### src/rtl/pipeline_pkg.sv
// Shared definitions for the pipelined round-robin arbiter.
package pipeline_pkg;

    localparam int unsigned MAX_REQ     = 16;
    localparam int unsigned MAX_ID_BITS = 4;

    // Index width for n requesters; never narrower than one bit.
    function automatic int unsigned id_width(input int unsigned n);
        int unsigned w;
        w = $clog2(n);
        if (w < 1) begin
            w = 1;
        end
        return w;
    endfunction

    // Arbiter state, sized for the largest supported requester count.
    typedef struct packed {
        logic [MAX_ID_BITS-1:0] ptr;
        logic                   lock;
        logic [MAX_ID_BITS-1:0] owner;
    } arb_state_t;

endpackage

### src/rtl/rr_priority_select.sv
// Combinational round-robin find-first: first set request at or above ptr_i, wrapping.
module rr_priority_select
    import pipeline_pkg::*;
#(
    parameter int unsigned NUM_REQ = 4,
    parameter int unsigned ID_BITS = id_width(NUM_REQ)
) (
    input  logic [NUM_REQ-1:0] req_i,
    input  logic [ID_BITS-1:0] ptr_i,
    output logic [NUM_REQ-1:0] grant_o,
    output logic [ID_BITS-1:0] idx_o,
    output logic               any_o
);

    logic [2*NUM_REQ-1:0] dbl_req;
    logic [2*NUM_REQ-1:0] masked;
    int unsigned          sel;
    int unsigned          wrapped;

    assign dbl_req = {req_i, req_i};

    // Drop lower-copy bits below the pointer; the upper copy supplies the wrapped requests.
    always_comb begin
        masked = '0;
        for (int unsigned i = 0; i < 2 * NUM_REQ; i++) begin
            masked[i] = dbl_req[i] & (i >= 32'(ptr_i));
        end
    end

    // Lowest set bit of the masked double-width vector wins.
    always_comb begin
        any_o = 1'b0;
        sel   = 0;
        for (int unsigned i = 0; i < 2 * NUM_REQ; i++) begin
            if (!any_o && masked[i]) begin
                any_o = 1'b1;
                sel   = i;
            end
        end
    end

    // Fold the double-width position back onto a requester index and one-hot grant.
    always_comb begin
        wrapped = (sel >= NUM_REQ) ? (sel - NUM_REQ) : sel;
        idx_o   = ID_BITS'(wrapped);
        grant_o = '0;
        for (int unsigned k = 0; k < NUM_REQ; k++) begin
            grant_o[k] = any_o && (wrapped == k);
        end
    end

endmodule

### src/rtl/pipeline_rr_arbiter.sv
// Round-robin arbiter with burst lock feeding one registered valid/ready output stage.
module pipeline_rr_arbiter
    import pipeline_pkg::*;
#(
    parameter int unsigned NUM_REQ    = 4,
    parameter int unsigned VALUE_BITS = 8,
    parameter int unsigned ID_BITS    = id_width(NUM_REQ)
) (
    input  logic                            clock,
    input  logic                            reset,
    input  logic [NUM_REQ*VALUE_BITS-1:0]   i_value,
    input  logic [NUM_REQ-1:0]              i_valid,
    input  logic [NUM_REQ-1:0]              i_last,
    output logic [NUM_REQ-1:0]              o_ready,
    output logic [VALUE_BITS-1:0]           o_value,
    output logic [ID_BITS-1:0]              o_id,
    output logic                            o_last,
    output logic                            o_valid,
    input  logic                            i_ready
);

    localparam logic [ID_BITS-1:0] LastIdx = ID_BITS'(NUM_REQ - 1);

    arb_state_t              state_q, state_d;
    logic [VALUE_BITS-1:0]   value_q;
    logic [ID_BITS-1:0]      id_q;
    logic                    last_q;
    logic                    valid_q;

    logic [ID_BITS-1:0]      ptr;
    logic [ID_BITS-1:0]      owner;
    logic [NUM_REQ-1:0]      rr_grant;
    logic [ID_BITS-1:0]      rr_idx;
    logic                    rr_any;
    logic [ID_BITS-1:0]      win_idx;
    logic                    win_any;
    logic [NUM_REQ-1:0]      win_grant;
    logic                    m_ready;
    logic                    accept;
    logic [VALUE_BITS-1:0]   win_value;
    logic                    win_last;

    assign ptr   = state_q.ptr[ID_BITS-1:0];
    assign owner = state_q.owner[ID_BITS-1:0];

    rr_priority_select #(
        .NUM_REQ (NUM_REQ),
        .ID_BITS (ID_BITS)
    ) u_select (
        .req_i   (i_valid),
        .ptr_i   (ptr),
        .grant_o (rr_grant),
        .idx_o   (rr_idx),
        .any_o   (rr_any)
    );

    // A held lock overrides round-robin: only the owner may win, and only while valid.
    always_comb begin
        if (state_q.lock) begin
            win_idx   = owner;
            win_any   = i_valid[owner];
            win_grant = '0;
            win_grant[owner] = win_any;
        end else begin
            win_idx   = rr_idx;
            win_any   = rr_any;
            win_grant = rr_grant;
        end
    end

    assign m_ready   = ~valid_q | i_ready;
    assign o_ready   = (reset || !m_ready) ? '0 : win_grant;
    assign accept    = ~reset & m_ready & win_any;
    assign win_value = i_value[32'(win_idx) * VALUE_BITS +: VALUE_BITS];
    assign win_last  = i_last[win_idx];

    // Lock on a non-final beat; release and advance the pointer past the winner on the last beat.
    always_comb begin
        state_d = state_q;
        if (accept) begin
            if (win_last) begin
                state_d.lock = 1'b0;
                state_d.ptr  = '0;
                state_d.ptr[ID_BITS-1:0] = (win_idx == LastIdx) ? '0 : win_idx + ID_BITS'(1);
            end else begin
                state_d.lock  = 1'b1;
                state_d.owner = '0;
                state_d.owner[ID_BITS-1:0] = win_idx;
            end
        end
    end

    // Arbiter state and output stage; everything holds while the stage is stalled.
    always_ff @(posedge clock) begin
        if (reset) begin
            state_q <= '0;
            valid_q <= 1'b0;
            value_q <= '0;
            id_q    <= '0;
            last_q  <= 1'b0;
        end else begin
            state_q <= state_d;
            if (m_ready) begin
                valid_q <= accept;
                if (accept) begin
                    value_q <= win_value;
                    id_q    <= win_idx;
                    last_q  <= win_last;
                end
            end
        end
    end

    assign o_value = value_q;
    assign o_id    = id_q;
    assign o_last  = last_q;
    assign o_valid = valid_q;

    // Upper struct bits stay zero for narrow configurations.
    logic unused_state;
    assign unused_state = ^{state_q.ptr, state_q.owner};

endmodule

### config.mk
export PLATFORM = sky130hd
export DESIGN_NAME = pipeline_rr_arbiter
export DESIGN_NICKNAME = d
export VERILOG_FILES = /design/src/rtl/pipeline_pkg.sv /design/src/rtl/rr_priority_select.sv /design/src/rtl/pipeline_rr_arbiter.sv
export SDC_FILE = /design/constraint.sdc
export NUM_CORES = 1
export LEC_CHECK = 0
export BUFFER_PORTS_ARGS = -buffer_cell sky130_fd_sc_hd__clkbuf_2
export CAP_MARGIN = 20
export CORE_ASPECT_RATIO = 0.5
export CORE_UTILIZATION = 30
export CTS_BUF_LIST = sky130_fd_sc_hd__clkbuf_4 sky130_fd_sc_hd__clkbuf_8 sky130_fd_sc_hd__clkbuf_16
export DETAILED_ROUTE_END_ITERATION = 10
export SLEW_MARGIN = 15
export SYNTH_ARGS = -nofsm -noshare
export SYNTH_HDL_FRONTEND = slang
export SYNTH_HIERARCHICAL = 1
export SYNTH_SLANG_ARGS = --single-unit
### constraint.sdc
create_clock -name clock -period 2.4 [get_ports clock]
set_input_delay 0.48 -clock clock [delete_from_list [all_inputs] [get_ports clock]]
set_output_delay 0.48 -clock clock [all_outputs]
set_load 0.02 [all_outputs]
Word level (Yosys, flattened, before mapping)
Cells that the tools add are included.

word-level totals
  register bits after elaboration = 17
  logic and storage cells = 84

operators by class
  add/subtract/negate cells = 2
  $lt $le $gt $ge = 7
  equality and inequality tests = 4
  shifts and indexed selects = 1
  mux-type cells = 28
  bitwise operators = 10
  reductions and logical operators = 25

operator list
  cell                     number
  $mux W32                 7
  $eq A32 B2 Y1 const B    2
  $eq A32 B1 Y1 const B    1
  $ge A32 B3 Y1 const B    1
  $logic_not A32 Y1        1
  $shiftx A32 B6 Y8        1
  $sub A32 B3 Y32 const B  1
  $mux W1                  14
  $logic_and A1 B1 Y1      12
  $logic_not A1 Y1         8
  $mux W4                  2
  $lt A2 B3 Y1 const B     2
  $reduce_and A2 Y1        3
  $and A1 B1 Y1            5
  $and A4 B4 Y4            1
  $bmux W1 S2              2
  $ge A1 B2 Y1 const A     2
  $mux W2                  2
  $not A1 Y1               3
  $add A2 B1 Y2 const B    1
  $demux W1 S2             1
  $eq A2 B2 Y1 const B     1
  $ge A2 B1 Y1 const B     1
  $ge A2 B2 Y1 const A     1
  other kinds (2)          2

Longest topological paths before layout
Gate-level depths: netlist of run 1.

  word-level depth = 31
  mapped depth = 11
  mapped depth without buffers = 8

Hierarchy
The synthesis of run 1 kept the hierarchy.

modules (own cells, without submodules)
  module               times used  cells each  area an instance (µm²)  sequential area each (µm²)
  pipeline_rr_arbiter  1           153         1101.1                  340.3
  rr_priority_select   1           32          191.4                   0.0

Least setup slack after synthesis of run 1
No wires, ideal clock.

  kind = input to register
  from = in i_valid[1]
  to = reg state_q, in the netlist ptr[1]
  data arrival time = 1947 ps
  required time = 2283 ps
  slack = 336 ps
  cell stages on the path = 10
  buffers on the path = 2
  path through = buf_2 -> nand2_1 -> a21oi_1 -> a221oi_1 -> mux2_2 -> buf_6 -> mux2i_1 -> mux2i_1 -> nand2_1 -> a32o_1

between the ends
  longest elaborated chain between the ends = 27

ends and longest elaborated chain
  item                                                     line                        text
  start: declaration                                       pipeline_rr_arbiter.sv:12   input logic [NUM_REQ-1:0] i_valid,
  $and A1 B1 Y1                                            rr_priority_select.sv:26    masked[i] = dbl_req[i] & (i >= 32'(ptr_i));
  $logic_and A1 B1 Y1                                      rr_priority_select.sv:35    if (!any_o && masked[i]) begin
  $mux W1                                                  rr_priority_select.sv:35
  $logic_not A1 Y1                                         rr_priority_select.sv:35
  $logic_and A1 B1 Y1                                      rr_priority_select.sv:35
  $mux W1                                                  rr_priority_select.sv:35
  $logic_not A1 Y1                                         rr_priority_select.sv:35
  $logic_and A1 B1 Y1                                      rr_priority_select.sv:35
  [12 not listed]                                          n/a
  $mux W32 *                                               rr_priority_select.sv:35
  $sub A32 B3 Y32 / $ge A32 B3 Y1 (equally long branches)  rr_priority_select.sv:44    wrapped = (sel >= NUM_REQ) ? (sel - NUM_REQ) : sel;
  $mux W32 *                                               rr_priority_select.sv:44
  via rr_idx[1]                                            pipeline_rr_arbiter.sv:33   logic [ID_BITS-1:0] rr_idx;
  $mux W2 *                                                pipeline_rr_arbiter.sv:59   if (state_q.lock) begin
  $bmux W1 S2                                              pipeline_rr_arbiter.sv:75   assign win_last = i_last[win_idx];
  $mux W1 (not written as such)                            pipeline_rr_arbiter.sv:75
  $reduce_and A2 Y1 (no line)                              n/a
  end signal: assignment                                   pipeline_rr_arbiter.sv:102  state_q <= state_d;
  end: declaration                                         pipeline_rr_arbiter.sv:24   arb_state_t state_q, state_d;

Mark *: on every way through the listed nets, which the timed path passes. The rest lies on a longest branch. The select of a mux whose other input is x is not followed.
A chain may end at the register's enable or synchronous reset.

Worst setup path after layout of run 1
  from = reg state_q, in the netlist ptr[0]
  to = reg state_q, in the netlist owner[0]

between the ends
  longest elaborated chain between the ends = 31

ends and longest elaborated chain
  item                                                     line
  $ge A1 B2 Y1                                             rr_priority_select.sv:26
  $and A1 B1 Y1                                            rr_priority_select.sv:26
  $mux W1                                                  rr_priority_select.sv:35
  $logic_not A1 Y1                                         rr_priority_select.sv:35
  $logic_and A1 B1 Y1                                      rr_priority_select.sv:35
  $mux W1                                                  rr_priority_select.sv:35
  $logic_not A1 Y1                                         rr_priority_select.sv:35
  $logic_and A1 B1 Y1                                      rr_priority_select.sv:35
  [16 not listed]                                          n/a
  $sub A32 B3 Y32 / $ge A32 B3 Y1 (equally long branches)  rr_priority_select.sv:44
  $mux W32 *                                               rr_priority_select.sv:44
  via rr_idx[1]                                            pipeline_rr_arbiter.sv:33
  $mux W2 *                                                pipeline_rr_arbiter.sv:59
  $bmux W1 S2 *                                            pipeline_rr_arbiter.sv:75
  $mux W1 (not written as such) *                          pipeline_rr_arbiter.sv:75
  $not A1 Y1 (no line) *                                   n/a
  $reduce_and A2 Y1 (no line) *                            n/a

Marked as above.

==> results of run 1 <==
[path summary, 6_finish.rpt]
check             start          to  slack, ns
max reg2reg      ptr[0]    owner[0]       0.27
max              ptr[0]    owner[0]       0.27
min          o_value[2]  o_value[2]       0.46
min reg2reg  o_value[2]  o_value[2]       0.46
[area by class of cell]
type,instances,area [µm²]
clock inverter,1,5.005
sequential,17,341.6
timing repair buffer,65,342.8
multi-input combinational,152,854.6
tap,54,67.56
inverter,4,15.01
clock buffer,3,41.29
fill,429,2336
[kinds of logic after synthesis]
| kind of cell | synth area share, % |
|---|---|
| AO/OA/AOI/OAI | 25.46 |
| buffers and inverters | 7.550 |
| flip-flops | 26.33 |
| multiplexers | 6.293 |
| AND/OR/NAND/NOR | 34.37 |
[cell usage after synthesis]
cell       number
o211ai_1        8
inv_1           3
inv_2           1
or3_1           1
o21ai_0         5
and3_2          1
nand2b_1        2
o21ai_2         1
buf_4           3
nor4_4          1
a21oi_1        16
dfxtp_1        17
nand3b_1        1
a32o_1          1
nand4_1         1
a2111oi_4       1
a221oi_1        1
nand2_1        64
nor2_1          9
a31oi_1         1
o21a_1          2
or4_1           1
or2_1           1
mux2_2          1
a32oi_1         1
clkbuf_1        3
nor2b_1         3
a21o_2          1
and3_1          1
o221a_2         2
a211oi_1        3
nand3_1        10
mux2i_1         7
buf_2           3
and2_4          1
a22oi_1         1
o211a_1         1
or4_4           1
a21boi_1        1
buf_6           3
[power groups by stage]
stage          combinational, mW  sequential [mW]  clock [mW]
5_1_grt                    0.509            0.369       0.224
6_report                   0.451            0.362       0.212
4_1_cts                    0.453            0.362       0.216
3_3_place_gp               0.443            0.366           0
3_5_place_dp               0.451            0.368           0
2_1_floorplan              0.312            0.378           0
[worst max-delay path, stage by stage (launching register included)]
cell	delay (ns)
dfxtp_1	0.43
or2_1	0.15
o21ai_2	0.06
a221oi_1	0.33
mux2_2	0.28
mux2i_1	0.29
mux2i_1	0.16
nor2_1	0.17
o221a_2	0.21
[layout by cell type, fill, tap and decap left out, drive strengths merged, types with 3 or more instances in the layout]
cell    instances
dfxtp          17
a21oi          16
buf             7
inv             4
o211ai          8
o21ai           6
a211oi          3
clkbuf         61
mux2i           7
nor2b           3
nor2            9
nand3          10
nand2          64
[registers in the layout (all words and copies together), names as in the netlist]
signal and count:
o_value 8, o_id 2, owner 2, ptr 2, o_last 1, o_valid 1, state_q 1
[repair_timing]
action                     4_1_cts  5_1_grt
setup endpoints to repair        0        2
hold endpoints to repair         0        0
resized for setup                0        1
[metal layers]
metal	track usage [%]	up-vias	routed length, µm	part of all wire (%)
li1	-	760	-	-
met1	21.56	660	1632	46
met2	28.18	48	1685	48
met3	3.302	4	182	5.1
met4	4.545	0	42	1.2
met5	0	-	0	0
[through the flow]
step	util, %	total power [mW]	hold slack [ns]	instance area (µm²)	instances
final	41.66	1.026	0.4576	1668	296
after global routing	41.66	1.102	0.4868	1668	296
after CTS	41.63	1.031	0.4603	1667	296
after detailed placement	40.47	0.8191	0.4510	1620	292
after global placement	40.47	0.8089	0.4489	1620	292
after floorplan	-	0.6905	0.4451	1292	185
==> impl_metrics.json, run 1 <==
{
  "status": "completed",
  "drive_gt1_share_pct": 33.47,
  "ys_types": 40,
  "antenna_found_initial": 0,
  "syn_nets": 228,
  "fin_tns_setup_ns": 0,
  "gp_congestion": 0.8173,
  "pin_count": 59,
  "finalHoldViolations": 0,
  "ir_worst_vdd_v": 0.0002268,
  "maxCapViolCount": 0,
  "fin_crit_ns": 2.133,
  "avgSynthCellArea_um2": 6.986,
  "p_switching_mw": 0.4018,
  "p_leak_nw": 0.8093,
  "final_nets": 286,
  "grt_pass1_vias": 1347,
  "post_cts_buffers": 0,
  "worstMarginPinSlew_ns": 0.5512,
  "switching_share_pct": 39.18,
  "die_w_um": 94.83,
  "clk_transition_reported_paths_ns": 0.07,
  "yosysTopAreaCellShare_pct": 26.33,
  "die_y_um": 48.42,
  "worstSkewPairLatency_ns": 0.25,
  "grt-ovfl-total": 0,
  "drc": 0,
  "min_path_type": "register to register",
  "grt_max_degree": 21,
  "startpoint_type": "register",
  "comb_power_share_pct": 44.0,
  "setup_ws_ns": 0.2665,
  "viasPerCell": 4.973,
  "arrival_ns": 2.33,
  "yosys.area.top_type": "dfxtp_1",
  "initial_core_util_pct": 32.28,
  "clockRootBuffer": "clkbuf_8",
  "hold_depth": 2,
  "finalSetupViolCount": 0,
  "synth-seq-area-share_pct": 26.33,
  "syn_area_mm2": 0.001292,
  "slew_headroom_pct": 63.03,
  "fmax_mhz": 468.7,
  "slew_violations": 0,
  "ys_top_cells_by_area": "dfxtp_1 26%, nand2_1 19%, a21oi_1 6.2%, mux2i_1 5.4%, o211ai_1 4.6%",
  "critical_path.max_fanout": 6,
  "vias": 1472,
  "cellPowerDensity_mw_per_mm2": 614.9,
  "intPower_mw": 0.6237,
  "diodes": 0,
  "cts_buffer_depth": 2,
  "std_cell_rows": 16,
  "cts_tree": "done",
  "rsz0062_at_grt": "no",
  "areaGrowthSynthToFinish_pct": 29.04,
  "post-route-period-util_pct": 88.89,
  "worst_setup_path_end_kind": "register",
  "dieArea_mm2": 0.004591,
  "grt_pass1_wl_mm": 6.085,
  "cts_buffers": 3,
  "clkPwrFrac_pct": 20.6,
  "hold_buffers": 0,
  "reg2reg_depth": 8,
  "first_pass_iters": 5,
  "wirelength_mm": 3.544,
  "h-tree-depth": 1,
  "synth-seq-cells": 17,
  "critical_path_class": "register to register",
  "dp_hpwl_mm": 2.810,
  "avgRoutedWirePerCell_um": 11.97,
  "clkSinkCount": 17,
  "seqPwrFrac_pct": 35.3,
  "yosysWarnings": 6,
  "syn_inst": 185,
  "drt-initial-drc-count": 48,
  "ant_nets": 0,
  "groute.usage.overall_pct": 16.66,
  "dp_slack_ns": 0.1820,
  "fin_skew_ns": 0.0009611,
  "required_ns": 2.60,
  "core_mm2": 0.004004,
  "port_buffers": 58
}
No activity file was read; power rests on OpenSTA's default activity.
==> inputs of run 2 (changes only) <==
==> constraint.sdc (replaced) <==
create_clock -name clock -period 2.4 [get_ports clock]
set_input_delay 0.12 -clock clock [delete_from_list [all_inputs] [get_ports clock]]
set_output_delay 0.12 -clock clock [all_outputs]
set_load 0.02 [all_outputs]
==> impl_metrics.json, run 2 (same netlist as run 1, synthesis figures left out) <==
{
  "status": "completed",
  "drt-initial-drc-count": 51,
  "critical_path_class": "register to register",
  "fin_tns_setup_ns": 0,
  "layout_common_cells": "64 x nand2_1, 58 x clkbuf_2, 17 x dfxtp_1, 16 x a21oi_1, 10 x nand3_1",
  "ant_nets": 0,
  "cts_buffer_depth": 2,
  "crit_chain": "or2_1 -> o21ai_2 -> a221oi_1 -> mux2_2 -> mux2i_1 -> mux2i_1 -> nor2_1 -> o221a_2",
  "required_ns": 2.59,
  "slowest_stage": "dfxtp_1",
  "worstMarginPinSlew_ns": 0.5122,
  "wirelength_mm": 3.408,
  "worst_path_largest_cell_delay_ns": 0.52,
  "cts_buffers": 3,
  "clockRootBuffer": "clkbuf_8",
  "worst_setup_path_end_kind": "register",
  "die_w_um": 94.83,
  "arrival_ns": 2.36,
  "fmax_mhz": 460.5,
  "grt-ovfl-total": 0,
  "grt_pass1_wl_mm": 6.072,
  "port_buffers": 58,
  "fin_crit_ns": 2.172,
  "die_y_um": 48.42,
  "antenna_found_initial": 0,
  "pin_count": 59,
  "diodes": 0,
  "final_nets": 283,
  "vias": 1494,
  "std_cell_rows": 16,
  "clkSinkCount": 17,
  "groute.usage.overall_pct": 16.23,
  "min_path_type": "primary input to register",
  "avgRoutedWirePerCell_um": 11.63,
  "viasPerCell": 5.099,
  "startpoint_type": "register",
  "clk_transition_reported_paths_ns": 0.06,
  "largest_reg_flops": 8,
  "p_leak_nw": 0.8004,
  "cts_tree": "done",
  "grt_pass1_vias": 1401,
  "post_cts_buffers": 0,
  "slew_violations": 0,
  "ir_worst_vdd_v": 0.0002054,
  "post-route-period-util_pct": 90.49,
  "maxCapViolCount": 0,
  "first_pass_iters": 4,
  "h-tree-depth": 1,
  "layout_commonest_cell": "nand2_1",
  "finalSetupViolCount": 0,
  "dieArea_mm2": 0.004591,
  "slew_headroom_pct": 65.65,
  "worstSkewPairLatency_ns": 0.24,
  "hold_buffers": 0,
  "finalHoldViolations": 0,
  "dp_hpwl_mm": 2.687,
  "total_power_mw": 1.025,
  "gp_congestion": 0.7712,
  "initial_core_util_pct": 32.28,
  "grt_max_degree": 23,
  "critical_path.max_fanout": 12,
  "fin_skew_ns": 0.002885,
  "drive_gt1_share_pct": 32.22,
  "areaGrowthSynthToFinish_pct": 28.36,
  "crit_path_frequent_cell": "mux2i_1",
  "rsz0062_at_grt": "no",
  "core_mm2": 0.004004,
  "cellPowerDensity_mw_per_mm2": 617.7,
  "drc": 0,
  "cts_resized": 0
}
==> run 2: stage by stage <==
| step | hold WS [ns] | utilization (%) | instance area, µm² | setup WS [ns] | instances |
|---|---|---|---|---|---|
| 2_1_floorplan | 0.1891 | - | 1292 | 0.3689 | 185 |
| 3_3_place_gp | 0.4234 | 40.22 | 1610 | 0.3079 | 289 |
| 3_5_place_dp | 0.4259 | 40.22 | 1610 | 0.2397 | 289 |
| 4_1_cts | 0.1622 | 41.44 | 1659 | 0.2092 | 293 |
| 5_1_grt | 0.2057 | 41.44 | 1659 | 0.009582 | 293 |
| 6_report | 0.1595 | 41.44 | 1659 | 0.2284 | 293 |
==> run 2: layout make-up <==
type / instances / area [µm²]
timing repair buffer: 62 / 332.8
inverter: 4 / 15.01
multi-input combinational: 152 / 854.6
sequential: 17 / 340.3
tap: 54 / 67.56
clock buffer: 4 / 48.80
fill: 462 / 2345
==> run 2: report_power, final <==
part	internal, mW	leakage [nW]	switching (mW)	total (mW)
Combinational	0.188	0.634	0.256	0.444
Clock	0.129	0.0262	0.0889	0.218
Sequential	0.320	0.140	0.0431	0.363
==> run 2: layer usage <==
layer	part of all wire (%)	track usage (%)	up-vias	wire, µm
li1	-	-	757	-
met1	48	21.46	695	1626
met2	46	27.82	40	1582
met3	5.3	2.830	2	180
met4	0.56	3.030	0	19
met5	0	0	-	0
==> run 2: path summary, 6_finish.rpt <==
path              start          to  slack (ns)  depth (start not counted)
min             i_ready     o_valid        0.16                          3
max              ptr[0]    owner[1]        0.23                          8
max reg2reg      ptr[0]    owner[1]        0.23                          8
min reg2reg  o_value[2]  o_value[2]        0.46                          2
==> run 2: critical path, delay by kind of cell, from the launching register on <==
kind	cells	cell delay [ns]
and+or+nand+nor	2	0.32
AOI/OAI and AO/OA	3	0.57
DFF	1	0.52
muxes	3	0.71
